$ cat config.mk
export PLATFORM = sky130hd
export DESIGN_NAME = identity_misr
export DESIGN_NICKNAME = d
export VERILOG_FILES = /design/src/rtl/identity_misr.sv
export SDC_FILE = /design/constraint.sdc
export NUM_CORES = 1
export LEC_CHECK = 0
export BUFFER_PORTS_ARGS = -buffer_cell sky130_fd_sc_hd__buf_2
export CELL_PAD_IN_SITES_DETAIL_PLACEMENT = 1
export CELL_PAD_IN_SITES_GLOBAL_PLACEMENT = 1
export CORE_ASPECT_RATIO = 1.5
export CORE_MARGIN = 10
export CORE_UTILIZATION = 37
export DETAILED_ROUTE_END_ITERATION = 8
export PLACE_DENSITY_LB_ADDON = 0.1
export SETUP_SLACK_MARGIN = 0.15
export SYNTH_ARGS = -nofsm -noshare
export SYNTH_HDL_FRONTEND = slang
export SYNTH_SLANG_ARGS = --single-unit
$ cat constraint.sdc
create_clock -name clk -period 3.2 [get_ports clk]
set_clock_uncertainty 0.1 [all_clocks]
set_input_delay 0.64 -clock clk [delete_from_list [all_inputs] [get_ports clk]]
set_output_delay 0.64 -clock clk [all_outputs]
set_load 0.01 [all_outputs]
$ cat src/rtl/identity_misr.sv
// Multiple-input signature register compacting one vector per enabled edge.
module identity_misr #(
  parameter int unsigned      WIDTH = 87,
  parameter logic [WIDTH-1:0] POLY  = '0
) (
  input  logic             clk,
  input  logic             rst,
  input  logic             clear,
  input  logic             en,
  input  logic [WIDTH-1:0] din,
  output logic [WIDTH-1:0] sig
);

  always_ff @(posedge clk) begin
    if (rst || clear) begin
      sig <= '0;
    end else if (en) begin
      sig <= {sig[WIDTH-2:0], 1'b0} ^ (sig[WIDTH-1] ? POLY : '0) ^ din;
    end
  end

endmodule

# Word level (Yosys, flattened, before mapping)
# Cells that the tools add are included.
[totals]
regBits = 87
latch_bits = 0
ramBits = 0
rom_bits = 0
mem_count = 0
[op_classes]
n_mux = 0
reduce_logical = 1
addsub = 0
n_shift = 0
n_lt_le_gt_ge = 0
mul = 0
n_eq_ne = 0
n_bitwise = 1
div_mod_pow = 0
[ops]
columns = ["cell", "n"]
rows = [
  ["$xor 87x87->87", 1],
  ["$logic_or 1x1->1", 1],
]

# Depth between registers and ports, before layout
# Gate-level depths: netlist of run 1.
[logic_depth]
word_depth = 1
mapped_depth = 5

# Worst setup path before layout of run 1
# Ideal clock, no wire load.
[synth_path]
path_type = "input to register"
from = "in clear"
to = "reg sig[45]"
stages = 5
path_slack_ns = 1.653
t_required_ns = 3.021
path_buffers = 3
arrival_ns = 1.367
path_cell_list = "or2_1 > buf_2 > buf_6 > buf_6 > a211oi_2"
[synth_via]
elab_chain_cells = 1
[synth_rtl]
columns = ["element", "line", "rtl"]
rows = [
  ["start, declared", "8", "input logic clear,"],
  ["$logic_or 1x1->1", "15", "if (rst || clear) begin"],
  ["end signal, assigned", "18", "sig <= {sig[WIDTH-2:0], 1'b0} ^ (sig[WIDTH-1] ? POLY : '0) ^ din;"],
  ["end, declared", "11", "output logic [WIDTH-1:0] sig"],
]
# No other way between the ends.
# A chain may end at the register's enable or synchronous reset.

# Final worst setup path of run 1
[layout_path]
from = "reg sig[29]"
to = "out sig[29]"
# No word-level cell between the ends.

==> impl_metrics.env, run 1 <==
export IMPL_drtIter0Drc=97
export IMPL_cts_resized_gates=0
export IMPL_grt_total_usage_pct=14.60
export IMPL_final_area_um2=4989
export IMPL_design_core_area_um2=10080
export IMPL_r2r_setup_slack_ns=2.29
export IMPL_row_count=45
export IMPL_critPathArrivalTime_ns=0.89
export IMPL_post_cts_buffers=0
export IMPL_hold_start="sig[44]"
export IMPL_swShare_pct=25.30
export IMPL_avgSynthCellArea_um2=10.07
export IMPL_grt_max_degree=71
export IMPL_dieArea_um2=14800
export IMPL_drc=0
export IMPL_r2r_end="sig[30]"
export IMPL_clkLatencyLatePin_ns=0.33
export IMPL_hold_buffers=0
export IMPL_clock_sinks=87
export IMPL_grt_pass1_wl_um=17220
export IMPL_critPathTopFamily="flip-flops"
export IMPL_ioPinCount=178
export IMPL_antenna_cells=0
export IMPL_root_buffer="clkbuf_16"
export IMPL_vdd_ir_drop_max_mv=0.2389
export IMPL_seq_power_share_pct=47.4
export IMPL_dr_pass1_iters=4
export IMPL_fin_crit_sh_pct=50.89
export IMPL_final_cells=661
export IMPL_hold_end="sig[44]"
export IMPL_reg_top3="sig x87"
export IMPL_worst_slew_pin_slew_ns=0.6390
export IMPL_rr_worst_depth=2
export IMPL_post_place_cells=646
export IMPL_fillers=1230
export IMPL_path_max_fanout=3
export IMPL_crit_path_max_incr_delay_ns=0.40
export IMPL_syn_area_um2=3796
export IMPL_path_clk_slew_ns=0.06
export IMPL_cp_required_ns=2.46
export IMPL_synthesis_nets=468
export IMPL_antenna_found_initial=1
export IMPL_largest_reg_flops=87
export IMPL_holdPathStages=2
export IMPL_viasPerCell=4.911
export IMPL_ys_seq_elements=87
export IMPL_status="finished, final reports clean"
export IMPL_ys_warn_count=0
export IMPL_die_x_um=102.7
export IMPL_start_util_pct=37.67
export IMPL_maxSlewViolCount=0
export IMPL_cp_num_buf_inv=1
export IMPL_drv_cap=0
export IMPL_r2r_start="sig[29]"
export IMPL_cts_buffers=9
export IMPL_die_y_um=144.1
export IMPL_switchingPower_uw=631.0
export IMPL_crit_type="reg -> out"
export IMPL_dp_hpwl_um=8393
export IMPL_fin_setup_tns_ns=0
export IMPL_wl_um=10840
export IMPL_hold_viol=0
export IMPL_io_buffers=177
export IMPL_ant_nets=0
export IMPL_critPathLaunchType="flop"
export IMPL_syn_inst=377
export IMPL_rsz0062_at_grt="false"
export IMPL_path_cells="buf_2"
export IMPL_fmax_mhz=614.0
export IMPL_cp_slowest_cell="dfxtp_1"
export IMPL_p_clk_share_pct=37.3
export IMPL_finalSetupViolCount=0
export IMPL_yosysSeqAreaShare_pct=45.88
export IMPL_crit_path_end_kind="output port"
export IMPL_place_congestion=0.7364
export IMPL_clockBufferDepth=2
export IMPL_grt_ovfl_total=0
export IMPL_min_path_type="reg -> reg"
export IMPL_cts_tree="yes"
export IMPL_leakagePower_uw=0.002096
export IMPL_drive_gt1_share_pct=40.99
export IMPL_relSlewSlack_pct=57.40
export IMPL_final_nets=631
export IMPL_finalCriticalPeriod_ns=1.629
export IMPL_top_register="sig"
export IMPL_p_int_uw=1863
export IMPL_combPwrFrac_pct=15.4
export IMPL_via_count=3246
export IMPL_power_density_nw_per_um2=499.8
export IMPL_wl_per_cell_um=16.39
export IMPL_first_global_vias=3433
export IMPL_synth_cell_types=11
export IMPL_layout_area_overhead_vs_synth_pct=31.41
export IMPL_place_area_um2=4730
export IMPL_ctsHtreeMaxLevel=3
[cells in the mapped netlist (all sizes together)]
cell	instances	area share, %
or2	1	0.16
dfxtp	87	46
clkbuf	4	0.40
mux2i	1	0.26
buf	25	3.9
nor2	87	8.6
xnor2	86	20
a211oi	86	21
[per-layer routing]
layer | GRT usage (%) | part of all wire [%] | up-vias
met1 | 15.72 | 38 | 1524
met2 | 25.34 | 52 | 98
met4 | 4.918 | 1.1 | 2
li1 | - | - | 1612
met5 | 0 | 0.12 | -
met3 | 5.540 | 8.8 | 10
[kinds of logic (layout without fill, tap and decap cells)]
kind of cell / count (synthesis) / after routing / share of synthesized area [%]
AND/OR/NAND/NOR: 88 / 88 / 8.767
flip-flops: 87 / 87 / 45.88
AO/OA/AOI/OAI: 86 / 86 / 20.96
XOR/XNOR: 86 / 86 / 19.84
buffers and inverters: 29 / 196 / 4.285
multiplexers: 1 / 1 / 0.2637
[power groups by stage]
stage | Clock (uW) | Combinational [uW] | Sequential [uW]
after floorplan | 0 | 217 | 1220
after global placement | 0 | 382 | 1200
after detailed placement | 0 | 391 | 1210
after CTS | 963 | 393 | 1180
after global routing | 1010 | 427 | 1190
final | 929 | 383 | 1180
[final cells by class]
cell class	instances	area, um2	area share, %
multi-input combinational	261	1894	37.97
clock inverter	1	5.005	0.1003
timing repair buffer	181	947.2	18.99
sequential	87	1742	34.91
tap	117	146.4	2.935
clock buffer	14	254.0	5.092
[how the worst max path moves through the flow]
stage	depth (start not counted)	from	endpoint
2_1_floorplan	5	clear	sig[45]
3_3_place_gp	4	clear	sig[14]
3_5_place_dp	4	en	sig[9]
4_1_cts	1	sig[29]	sig[29]
5_1_grt	4	en	sig[85]
6_report	1	sig[29]	sig[29]
[layout by cell type, fill, tap and decap left out]
cell / Yosys / routed
buf_2: 19 / 176
buf_12: 0 / 2
a211oi_2: 30 / 30
clkbuf_8: 0 / 1
dfxtp_1: 87 / 87
nor2_1: 87 / 87
mux2i_1: 1 / 1
buf_6: 4 / 1
clkbuf_1: 4 / 4
a211oi_1: 56 / 56
clkinv_2: 0 / 1
buf_4: 0 / 2
or2_4: 0 / 1
clkbuf_16: 0 / 9
xnor2_1: 86 / 86
[stage by stage]
| stage | hold WS [ns] | setup WS, ns | util [%] | total power [uW] |
|---|---|---|---|---|
| global route | 0.4282 | 1.433 | 49.50 | 2626 |
| finish | 0.4081 | 1.571 | 49.50 | 2494 |
| global placement | 0.3858 | 1.275 | 46.93 | 1587 |
| detailed placement | 0.4057 | 1.244 | 46.93 | 1597 |
| floorplan | 0.4193 | 1.653 | - | 1440 |
| CTS | 0.4134 | 1.551 | 49.50 | 2538 |
Note: power is estimated with default switching activity, not from simulation.
==> run 2, diff against run 1 <==
- CORE_UTILIZATION: 37 -> 34
- clock period: 3.2 -> 1.6 ns (I/O delays scaled with it)
==> run 2 against run 1 <==
Net effect: final area grew 4.2%; first-iteration DRC count fell by 10%; largest cell class unchanged; sequential power grew 100%; highest routed layer is now met4; combinational power is 110% higher; sequential cell count stayed put; total power increased by 120%.
==> impl_metrics.env, run 2 (synthesized netlist as in run 1, its figures left out) <==
export IMPL_status="finished, final reports clean"
export IMPL_hold_start="din[0]"
export IMPL_clock_sinks=87
export IMPL_hold_end="sig[0]"
export IMPL_finalPower_uw=5376
export IMPL_cp_slowest_cell="dfxtp_1"
export IMPL_drv_cap=0
export IMPL_top_register="sig"
export IMPL_die_y_um=149.4
export IMPL_reg_top3="sig x87"
export IMPL_grt_pass1_wl_um=18290
export IMPL_leakagePower_uw=0.002177
export IMPL_worst_slew_pin_slew_ns=0.3513
export IMPL_vdd_ir_drop_max_mv=0.6551
export IMPL_path_cells="buf_2"
export IMPL_finalWorstSetupSlack_ns=0.2779
export IMPL_design_core_area_um2=11000
export IMPL_r2r_setup_slack_ns=0.67
export IMPL_critPathLaunchType="flop"
export IMPL_drtIter0Drc=87
export IMPL_rr_worst_depth=2
export IMPL_cts_tree="yes"
export IMPL_finalCriticalPeriod_ns=1.322
export IMPL_relSlewSlack_pct=76.58
export IMPL_critPathTopFamily="flip-flops"
export IMPL_path_max_fanout=3
export IMPL_dp_slack_ns=0.1328
export IMPL_drc=0
export IMPL_ctsHtreeMaxLevel=3
export IMPL_cts_buffers=9
export IMPL_crit_path_end_kind="output port"
export IMPL_r2r_start="sig[77]"
export IMPL_final_cells=703
export IMPL_wl_um=11460
export IMPL_fin_util_pct=47.25
export IMPL_root_buffer="clkbuf_16"
export IMPL_critPathArrivalTime_ns=0.90
export IMPL_mostFrequentLayoutCell="buf_2"
export IMPL_ioPinCount=178
export IMPL_cp_required_ns=1.18
export IMPL_hold_viol=0
export IMPL_rsz0062_at_grt="false"
export IMPL_clkLatencyLatePin_ns=0.33
export IMPL_post_cts_buffers=0
export IMPL_crit_start="sig[6]"
export IMPL_start_util_pct=34.52
export IMPL_place_congestion=0.7222
export IMPL_viasPerCell=4.661
export IMPL_dieArea_um2=15880
export IMPL_r2r_end="sig[78]"
export IMPL_final_nets=641
export IMPL_ant_nets=0
export IMPL_dr_pass1_iters=4
export IMPL_hold_buffers=0
export IMPL_drive_gt1_share_pct=42.70
export IMPL_fmax_mhz=756.4
export IMPL_largest_reg_flops=87
export IMPL_crit_path_max_incr_delay_ns=0.40
export IMPL_row_count=47
export IMPL_via_count=3277
export IMPL_die_x_um=106.3
export IMPL_first_global_vias=3526
export IMPL_finalSetupViolCount=0
export IMPL_antenna_found_initial=1
export IMPL_power_density_nw_per_um2=1035
export IMPL_path_clk_slew_ns=0.06
export IMPL_holdPathStages=3
export IMPL_io_buffers=177
export IMPL_wl_per_cell_um=16.30
export IMPL_clockBufferDepth=2
export IMPL_cp_num_buf_inv=1
export IMPL_final_cell_mix="buf_2, nor2_1, dfxtp_1, xnor2_1, a211oi_1"
export IMPL_grt_ovfl_total=0
export IMPL_fin_crit_sh_pct=82.63
export IMPL_grt_max_degree=37
export IMPL_cts_resized_gates=0
export IMPL_crit_type="reg -> out"
export IMPL_layout_area_overhead_vs_synth_pct=36.88
export IMPL_fin_setup_tns_ns=0
export IMPL_grt_total_usage_pct=14.23
export IMPL_maxSlewViolCount=0
export IMPL_min_path_type="in -> reg"
export IMPL_dp_hpwl_um=9048
export IMPL_post_place_cells=686
## run 2: changes by cell type in the layout (fill, tap and decap cells not counted)
cell        delta
buf_12         +3
buf_4          +7
bufinv_16      +2
clkbuf_1       -3
clkbuf_8       -1
clkinv_2       +1
clkinvlp_4     +2
diode_2        +1
## run 2: layer usage
layer	up-vias	global-route usage, %	part of all wire [%]
li1	1639	-	-
met1	1519	14.85	39
met2	103	25.03	52
met3	16	5.209	7.2
met4	0	6.182	2.1
met5	-	0	0
## run 2: power by group
group          internal, uW  leakage (uW)  switching (uW)  total, uW
clock network          1360      0.000148             847       2210
logic                   396       0.00132             408        804
registers              2270      0.000712            95.7       2360
total                  4030       0.00218            1350       5380
## run 2: final cells by class
class | instances | area (um2)
fill | 1343 | 5801
multi-input combinational | 261 | 1894
sequential | 87 | 1742
timing repair buffer | 191 | 1060
clock buffer | 10 | 229.0
tap | 147 | 183.9
clock inverter | 6 | 85.08
antenna | 1 | 2.502
## run 2: how the worst max path moves through the flow
stage	endpoint	slack (ns)	cells past startpoint
floorplan	sig[45]	0.37	5
global placement	sig[86]	0.20	4
detailed placement	sig[20]	0.13	4
CTS	sig[29]	0.25	1
global route	sig[70]	0.24	1
finish	sig[6]	0.28	1
## run 2: stage by stage
step,cell area [um2],hold slack (ns)
after floorplan,3796,0.3672
after global placement,4880,0.3951
after detailed placement,4880,0.4071
after CTS,5194,0.1318
after global routing,5196,0.1752
final,5196,0.1362
==> run 3, diff against run 2 <==
- CORE_UTILIZATION: 34 -> 31
- clock period: 1.6 -> 1.15 ns (I/O delays scaled with it)
==> run 3 against run 2 <==
Net effect: the flow now finishes with violations (negative setup slack); cell count rose by 12%; routed wire length increased by 26%; highest routed layer unchanged; sequential power rose by 40%; via count increased by 13%.
==> impl_metrics.env, run 3 (synthesized netlist as in run 1, its figures left out) <==
export IMPL_status="finished, violations left"
export IMPL_failed_checks="negative setup slack"
export IMPL_grt_total_usage_pct=15.61
export IMPL_antenna_found_initial=0
export IMPL_row_count=49
export IMPL_clockBufferDepth=2
export IMPL_critPathTopFamily="flip-flops"
export IMPL_path_max_fanout=3
export IMPL_final_cell_mix="buf_6, buf_2, nor2_1, dfxtp_2, a211oi_2"
export IMPL_cp_slowest_cell="dfxtp_4"
export IMPL_wl_um=14440
export IMPL_dp_hpwl_um=8782
export IMPL_drtIter0Drc=68
export IMPL_vdd_ir_drop_max_mv=0.5878
export IMPL_ctsHtreeMaxLevel=3
export IMPL_grt_max_degree=51
export IMPL_crit_path_end_kind="output port"
export IMPL_finalCriticalPeriod_ns=1.150
export IMPL_reg_top3="sig x87"
export IMPL_rsz0062_at_grt="true"
export IMPL_worst_path_stages=1
export IMPL_hold_buffers=0
export IMPL_rr_worst_depth=3
export IMPL_fin_util_pct=59.58
export IMPL_maxSlewViolCount=0
export IMPL_viasPerCell=4.700
export IMPL_place_area_um2=4875
export IMPL_drive_gt1_share_pct=77.25
export IMPL_io_buffers=177
export IMPL_drv_cap=0
export IMPL_dr_pass1_iters=4
export IMPL_via_count=3694
export IMPL_holdWs_ns=0.07267
export IMPL_largest_reg_flops=87
export IMPL_worst_slew_pin_slew_ns=0.3215
export IMPL_start_util_pct=31.59
export IMPL_final_area_um2=7159
export IMPL_fmax_mhz=869.2
export IMPL_first_global_vias=4196
export IMPL_place_congestion=0.7356
export IMPL_wl_per_cell_um=18.37
export IMPL_die_x_um=110.4
export IMPL_final_nets=720
export IMPL_cp_num_buf_inv=1
export IMPL_hold_viol=0
export IMPL_min_path_type="in -> reg"
export IMPL_crit_type="reg -> out"
export IMPL_root_buffer="clkbuf_16"
export IMPL_crit_path_max_incr_delay_ns=0.36
export IMPL_grt_pass1_wl_um=21270
export IMPL_critPathLaunchType="flop"
export IMPL_top_register="sig"
export IMPL_r2r_end="sig[79]"
export IMPL_dieArea_um2=17160
export IMPL_ant_nets=0
export IMPL_clkLatencyLatePin_ns=0.34
export IMPL_drc=0
export IMPL_grt_ovfl_total=0
export IMPL_relSlewSlack_pct=78.57
export IMPL_crit_start="sig[72]"
export IMPL_cp_required_ns=0.82
export IMPL_fin_crit_sh_pct=100.0
export IMPL_antenna_cells=0
export IMPL_mostFrequentLayoutCell="buf_6"
export IMPL_cts_tree="yes"
export IMPL_layout_area_overhead_vs_synth_pct=88.60
export IMPL_ioPinCount=178
export IMPL_path_clk_slew_ns=0.07
export IMPL_power_density_nw_per_um2=1154
export IMPL_design_core_area_um2=12020
export IMPL_critPathArrivalTime_ns=0.82
export IMPL_cts_buffers=9
export IMPL_clock_sinks=87
export IMPL_finalWorstSetupSlack_ns=-0.0004723
export IMPL_finalSetupViolCount=1
export IMPL_path_cells="buf_6"
export IMPL_die_y_um=155.5
export IMPL_r2r_setup_slack_ns=0.14
export IMPL_r2r_start="sig[78]"
export IMPL_leakagePower_uw=0.003036
export IMPL_crit_end="sig[72]"
-- run 3: changes by cell type in the layout (fill, tap and decap cells not counted), sizes merged --
cell	delta
buf	+79
clkinvlp	-2
clkbuf	+1
diode	-1
-- run 3: per-layer routing --
metal	part of all wire (%)	wire length (um)	GRT usage [%]
met5	0	0	0
met1	35	5096	16.13
met4	1.7	240	5.463
met3	7.6	1092	5.459
met2	55	8006	28.01
-- run 3: where the power goes --
group	leakage, uW	internal (uW)	switching [uW]
sequential	0.000750	3180	124
combinational	0.00213	1020	815
clock	0.000155	1940	1180
total	0.00304	6140	2120
-- run 3: how the worst min path moves through the flow --
| stage | start | end | depth (start not counted) |
|---|---|---|---|
| floorplan | din[0] | sig[0] | 2 |
| global placement | din[0] | sig[0] | 3 |
| detailed placement | din[0] | sig[0] | 3 |
| CTS | din[0] | sig[0] | 3 |
| global route | din[80] | sig[80] | 3 |
| finish | din[80] | sig[80] | 3 |
-- run 3: cell type report --
cell class	count	area [um2]
flip-flops and latches	87	1863
repair buffers	270	2301
fillers	1278	4857
clock inverters	4	70.07
multi-input cells	261	2491
clock buffers	11	242.7
well taps	153	191.4
-- run 3: per-stage QoR --
step                      power, uW  std cells  setup slack [ns]  setup TNS, ns
after global placement         4467        687          -0.03604        -0.5734
after detailed placement       4490        687          -0.07869         -2.135
after floorplan                4008        377           0.01322              0
after CTS                      8031        781          -0.01334       -0.03309
after global routing           8645        786          -0.02689        -0.2602
final                          8261        786        -0.0004723     -0.0004723
-- run 3: what timing repair did --
action,CTS,global route
buffers inserted,79,5
setup endpoints to repair,87,159
pin swaps,9,81
gates resized for setup,186,110
hold endpoints to repair,0,0
gates cloned,0,0
